**src/rtl/bet_latch_driver.sv**
```systemverilog
// Sequencer feeding the BET ternary D-latch from a trit command stream.
// Keeps data legal (never 00) and never moves data and enable together.
module bet_latch_driver #(
    parameter int SETUP_CYC = 2,
    parameter int PULSE_CYC = 2,
    parameter int HOLD_CYC  = 2,
    parameter int CNT_W     = 4
) (
    input  logic       clk,
    input  logic       rst_n,
    input  logic       cmd_valid,
    output logic       cmd_ready,
    input  logic [1:0] cmd_trit,
    output logic [2:0] latch_in,
    input  logic [1:0] latch_q,
    output logic       busy,
    output logic       done,
    output logic       mismatch,
    output logic       err
);

    typedef enum logic [2:0] {
        IDLE,
        STEP,
        SETUP,
        PULSE,
        HOLD,
        CHECK
    } state_t;

    state_t           r_state;
    state_t           w_state_nx;
    logic [CNT_W-1:0] r_cnt;
    logic [CNT_W-1:0] w_cnt_nx;
    logic [1:0]       r_tgt;
    logic [1:0]       w_tgt_nx;
    logic [2:0]       r_latch_in;
    logic [2:0]       w_latch_in_nx;
    logic             r_ready;
    logic             r_busy;
    logic             r_done;
    logic             w_done_nx;
    logic             r_mismatch;
    logic             w_mismatch_nx;
    logic             r_err;
    logic             w_err_nx;
    logic [1:0]       w_code;

    always_comb begin
        unique case (cmd_trit)
            2'd0:    w_code = 2'b01;
            2'd1:    w_code = 2'b11;
            default: w_code = 2'b10;
        endcase
    end

    always_comb begin
        w_state_nx    = r_state;
        w_cnt_nx      = r_cnt + CNT_W'(1);
        w_tgt_nx      = r_tgt;
        w_latch_in_nx = r_latch_in;
        w_done_nx     = 1'b0;
        w_mismatch_nx = 1'b0;
        w_err_nx      = 1'b0;
        unique case (r_state)
            IDLE: begin
                w_cnt_nx = '0;
                if (cmd_valid) begin
                    if (cmd_trit == 2'd3) begin
                        w_err_nx = 1'b1;
                    end else begin
                        w_tgt_nx = w_code;
                        // 01<->10 would pass through 00 or flip both bits
                        if ((r_latch_in[1:0] ^ w_code) == 2'b11) begin
                            w_state_nx    = STEP;
                            w_latch_in_nx = 3'b011;
                        end else begin
                            w_state_nx    = SETUP;
                            w_latch_in_nx = {1'b0, w_code};
                        end
                    end
                end
            end
            STEP: begin
                w_state_nx    = SETUP;
                w_cnt_nx      = '0;
                w_latch_in_nx = {1'b0, r_tgt};
            end
            SETUP: begin
                if (r_cnt == CNT_W'(SETUP_CYC - 1)) begin
                    w_state_nx       = PULSE;
                    w_cnt_nx         = '0;
                    w_latch_in_nx[2] = 1'b1;
                end
            end
            PULSE: begin
                if (r_cnt == CNT_W'(PULSE_CYC - 1)) begin
                    w_state_nx       = HOLD;
                    w_cnt_nx         = '0;
                    w_latch_in_nx[2] = 1'b0;
                end
            end
            HOLD: begin
                if (r_cnt == CNT_W'(HOLD_CYC - 1)) begin
                    w_state_nx    = CHECK;
                    w_cnt_nx      = '0;
                    w_done_nx     = 1'b1;
                    w_mismatch_nx = (latch_q != r_tgt);
                end
            end
            CHECK: begin
                w_state_nx = IDLE;
                w_cnt_nx   = '0;
            end
            default: begin
                w_state_nx = IDLE;
                w_cnt_nx   = '0;
            end
        endcase
    end

    always_ff @(posedge clk or negedge rst_n) begin
        if (!rst_n) begin
            r_state    <= IDLE;
            r_cnt      <= '0;
            r_tgt      <= 2'b11;
            r_latch_in <= 3'b011;
            r_ready    <= 1'b1;
            r_busy     <= 1'b0;
            r_done     <= 1'b0;
            r_mismatch <= 1'b0;
            r_err      <= 1'b0;
        end else begin
            r_state    <= w_state_nx;
            r_cnt      <= w_cnt_nx;
            r_tgt      <= w_tgt_nx;
            r_latch_in <= w_latch_in_nx;
            r_ready    <= (w_state_nx == IDLE);
            r_busy     <= (w_state_nx != IDLE);
            r_done     <= w_done_nx;
            r_mismatch <= w_mismatch_nx;
            r_err      <= w_err_nx;
        end
    end

    assign latch_in  = r_latch_in;
    assign cmd_ready = r_ready;
    assign busy      = r_busy;
    assign done      = r_done;
    assign mismatch  = r_mismatch;
    assign err       = r_err;

endmodule

```
**config.mk**
```make
export PLATFORM = sky130hd
export DESIGN_NAME = bet_latch_driver
export DESIGN_NICKNAME = d
export VERILOG_FILES = /design/src/rtl/bet_latch_driver.sv
export SDC_FILE = /design/constraint.sdc
export NUM_CORES = 1
export LEC_CHECK = 0
export ABC_AREA = 1
export CAP_MARGIN = 0
export CELL_PAD_IN_SITES_DETAIL_PLACEMENT = 1
export CELL_PAD_IN_SITES_GLOBAL_PLACEMENT = 2
export CORE_MARGIN = 10
export CORE_UTILIZATION = 31
export CTS_BUF_LIST = sky130_fd_sc_hd__clkbuf_16
export DETAILED_ROUTE_END_ITERATION = 12
export GPL_TIMING_DRIVEN = 0
export PLACE_DENSITY_LB_ADDON = 0.1
export SLEW_MARGIN = 20
export SYNTH_ARGS = -nofsm -noshare
export SYNTH_HDL_FRONTEND = slang
export SYNTH_SLANG_ARGS = --single-unit
```
**constraint.sdc**
```tcl
create_clock -name clk -period 3.25 [get_ports clk]
set_clock_uncertainty 0.2 [all_clocks]
set_input_delay 0.65 -clock clk [delete_from_list [all_inputs] [get_ports clk]]
set_output_delay 0.65 -clock clk [all_outputs]
set_load 0.02 [all_outputs]
```
==> out/metrics.csv <==
stage,metric,value,unit
grt,global-route usage over all layers,8.61,%
floorplanning,Die Ht,73.0,um
drt,DRC errors left,0,
final_layout,share of post-route cells with drive strength above 1,18.0,%
grt,global-route wire length before repair,3580,um
setup_path,startpoint kind of the worst setup timing path,flop,
setup_path,count of cell instances traversed by the critical path,1,
clocking,Post-CTS Setup Bufs,0,
sta,final period demand of the worst path,2.25,ns
yosys,top flip-flop cell by instance count after synthesis,dfrtp_1,
yosys,Post-Syn Instances,110,
floorplanning,Top Ports,15,
sta,top achievable clock speed,0.445,GHz
setup_path,critical path data arrival time,1.40,ns
yosys,summed instance area of the synthesized netlist,872,um2
yosys,library cell occupying the most area in the post-synthesis netlist,dfrtp_1,
power,pwr dens,940,nW/um2
setup_path,max incr delay on CP,0.60,ns
sta,setup repair after global routing missed its margin,false,
grt,largest net degree at the start of global routing,18,
yosys,net count of the mapped netlist,119,
sta,setup TNS,0,ns
floorplanning,die outline width,73.0,um
setup_path,crit-path max FO,4,
clocking,maximum count of clock buffers along a single path,2,
min_path,Hold WC Path Type,flop to flop,
setup_path,end of the worst register-to-register path,busy,
sta,Max Transition Viols Final,0,
setup_path,critical path capture point type,output pin,
drt,Initial DRC Count,25,
floorplanning,area of the die,5330,um2
setup_path,"Worst Path Class, Setup",flop to output pin,
yosys,"EDFF count, synth",0,
clocking,deepest level of the CTS H-tree,1,
placement,total instance count after detailed placement,155,
sta,number of failing hold endpoints at the final stage,0,
clocking,Clock Sink Count,17,
clocking,CTS tree,done,
clocking,total of hold buffers inserted after clock tree synthesis,0,
setup_path,cell at the slowest stage of the critical path,clkdlybuf4s50_1,
setup_path,number of cells on the worst reg-to-reg path,7,
power,Worst VDD drop,0.414,mV
floorplanning,std cell rows,19,
final_layout,Final Net Count,138,
setup_path,CP bufs+invs,1,
setup_path,worst reg2reg path startpoint,r_cnt[0],
yosys,post-synthesis sequential area ratio,49.5,%
final_layout,count of inserted antenna diode cells,0,
sta,slew at the pin with the worst max-slew slack,0.801,ns
yosys,most used standard cell by instance count after synthesis,nand2_1,
sta,Final period util,69.2,%
yosys,ranking of synthesized cells by instance count,"nand2_1 (29), nor2_1 (17), dfrtp_1 (12), inv_1 (12), nand3_1 (9)",
min_path,Worst Hold Path Cells,2,
placement,count of buffers from port buffering,14,
power,share of power burned in combinational logic,42.3,%
floorplanning,starting density of the core,31.9,%
drt,number of vias in the routed layout,733,
yosys,average cell area after synthesis,7.93,um2
setup_path,minimum setup slack among reg-to-reg paths,1.69,ns
yosys,synth top area cells,"dfrtp_1 (34%), dfstp_2 (15%), nand2_1 (12%)",
clocking,clock-pin slew on the worst setup and hold paths,0.05,ns
yosys,yosys synthesis warning count,0,
setup_path,Crit path max-delay family,buffers and inverters,
final_layout,Filler cells,347,
drt,Routed wire per std cell,12.9,um
grt,global-route congestion overflow total,0,
power,Pint,0.649,mW
power,proportion of power drawn by the clock network,23.2,%
setup_path,required time at the endpoint of the critical path,2.40,ns
final_layout,area added between synthesis and finish,29.7,%
clocking,Skew-Pair Late Insertion Delay,0.25,ns
sta,number of setup violations in the final report,0,
power,Reg power frac,34.5,%
setup_path,crit path cell chain,clkdlybuf4s50_1,
clocking,number of buffers added by the clock tree synthesis step,3,
min_path,hold_sp,latch_in[2],
power,LEAKAGE,0.572,nW
grt,number of global-route vias before repair,820,
drt,number of vias per cell after detailed routing,4.61,
clocking,number of gates resized after CTS,0,
sta,worst rel slew slack,46.4,%
yosys,proportion of netlist area held by the largest area contributor,34.4,%
grt,number of antenna violations at the first check in global routing,0,
yosys,Synth async-reset ratio,100,%
yosys,number of synthesized register bits,17,
yosys,number of distinct standard cells referenced by the synthesized netlist,16,
placement,routability-driven placement congestion ratio,0.699,
min_path,worst hold endpoint,latch_in[2],
job,total of max-cap violations,0,
floorplanning,Core ar.,2730,um2
drt,Final ANT Viol Nets,0,
power,switching power,0.414,mW
placement,post-detailed-placement half-perimeter wirelength,1680,um
clocking,clock root buffer,clkbuf_16,
power,switching portion of total power,39.0,%
final_layout,Final Instance Count excl. Fillers,159,
drt,first-pass iteration count of the detailed router,2,
drt,total wirelength of the detailed-routed design,2040,um
status,result of the run,"complete, no violations",
==> logic make-up (layout without fill, tap and decap cells) <==
| kind of cell | Yosys count | after routing | share of synthesized area, % |
|---|---|---|---|
| XOR/XNOR | 3 | 3 | 3.01 |
| flip-flops | 17 | 17 | 49.5 |
| adder cells (fa/ha/maj) | 2 | 2 | 2.87 |
| AND/OR/NAND/NOR | 67 | 67 | 34.1 |
| AO/OA/AOI/OAI | 7 | 7 | 4.45 |
| buffers and inverters | 14 | 32 | 6.03 |
==> through the flow <==
| step | cell area (um2) | hold slack (ns) | setup slack, ns | power (mW) | util, % |
|---|---|---|---|---|---|
| after global routing | 1130 | 0.308 | 0.955 | 1.16 | 41.4 |
| after detailed placement | 1050 | 0.268 | 0.940 | 0.833 | 38.4 |
| after floorplan | 872 | 0.154 | 1.67 | 0.678 | - |
| after global placement | 1050 | 0.255 | 0.973 | 0.819 | 38.4 |
| final | 1130 | 0.272 | 1.00 | 1.06 | 41.4 |
| after CTS | 1130 | 0.280 | 0.986 | 1.09 | 41.4 |
==> layout make-up <==
| cell class | instances | area [um2] | share of cell area, % |
|---|---|---|---|
| clock buffer | 3 | 75.1 | 6.64 |
| clock inverter | 1 | 5.00 | 0.442 |
| inverter | 14 | 52.6 | 4.65 |
| multi-input combinational | 79 | 388 | 34.3 |
| sequential | 17 | 432 | 38.2 |
| tap | 31 | 38.8 | 3.43 |
| timing repair buffer | 14 | 140 | 12.4 |
==> cell usage in the layout (no fill, tap or decap), types with 2 or more instances in the layout <==
master / instances
nand2_1: 29
inv_2: 2
clkdlybuf4s50_1: 14
nand3_1: 9
xnor2_1: 3
nor2_2: 5
dfstp_2: 5
a21oi_1: 2
o21ai_0: 4
clkbuf_16: 3
nand2_2: 5
inv_1: 12
ha_1: 2
nor2_1: 17
dfrtp_1: 12
==> worst max-delay path by stage <==
stage / from / slack, ns / end
2_1_floorplan: cmd_trit[0] / 1.67 / busy
3_3_place_gp: cmd_trit[1] / 0.97 / busy
3_5_place_dp: cmd_trit[1] / 0.94 / busy
4_1_cts: latch_in[0] / 0.99 / latch_in[0]
5_1_grt: latch_in[1] / 0.96 / latch_in[1]
6_report: latch_in[0] / 1.00 / latch_in[0]
==> power groups by stage <==
stage               Combinational, mW  Clock, mW  Sequential [mW]
global route                    0.516      0.266            0.380
floorplan                       0.280          0            0.399
finish                          0.450      0.246            0.367
detailed placement              0.461          0            0.372
global placement                0.451          0            0.368
CTS                             0.464      0.253            0.369
==> layer usage <==
layer  vias to the layer above  global-route usage (%)  wire [um]  share of wire, %
li1                        376                       -          -                 -
met5                         -                       0          0                 0
met1                       348                    9.14        854                42
met3                         2                    2.86         90               4.4
met2                         7                    15.0       1080                53
met4                         0                    3.80         23               1.1
==> state kept, by name, summed over array words and instances, names as in the netlist <==
| name | count |
|---|---|
| busy | 1 |
| cmd_ready | 1 |
| done | 1 |
| err | 1 |
| latch_in | 3 |
| mismatch | 1 |
| r_cnt | 4 |
| r_state | 3 |
| r_tgt | 2 |
(Power assumes the default switching activity.)
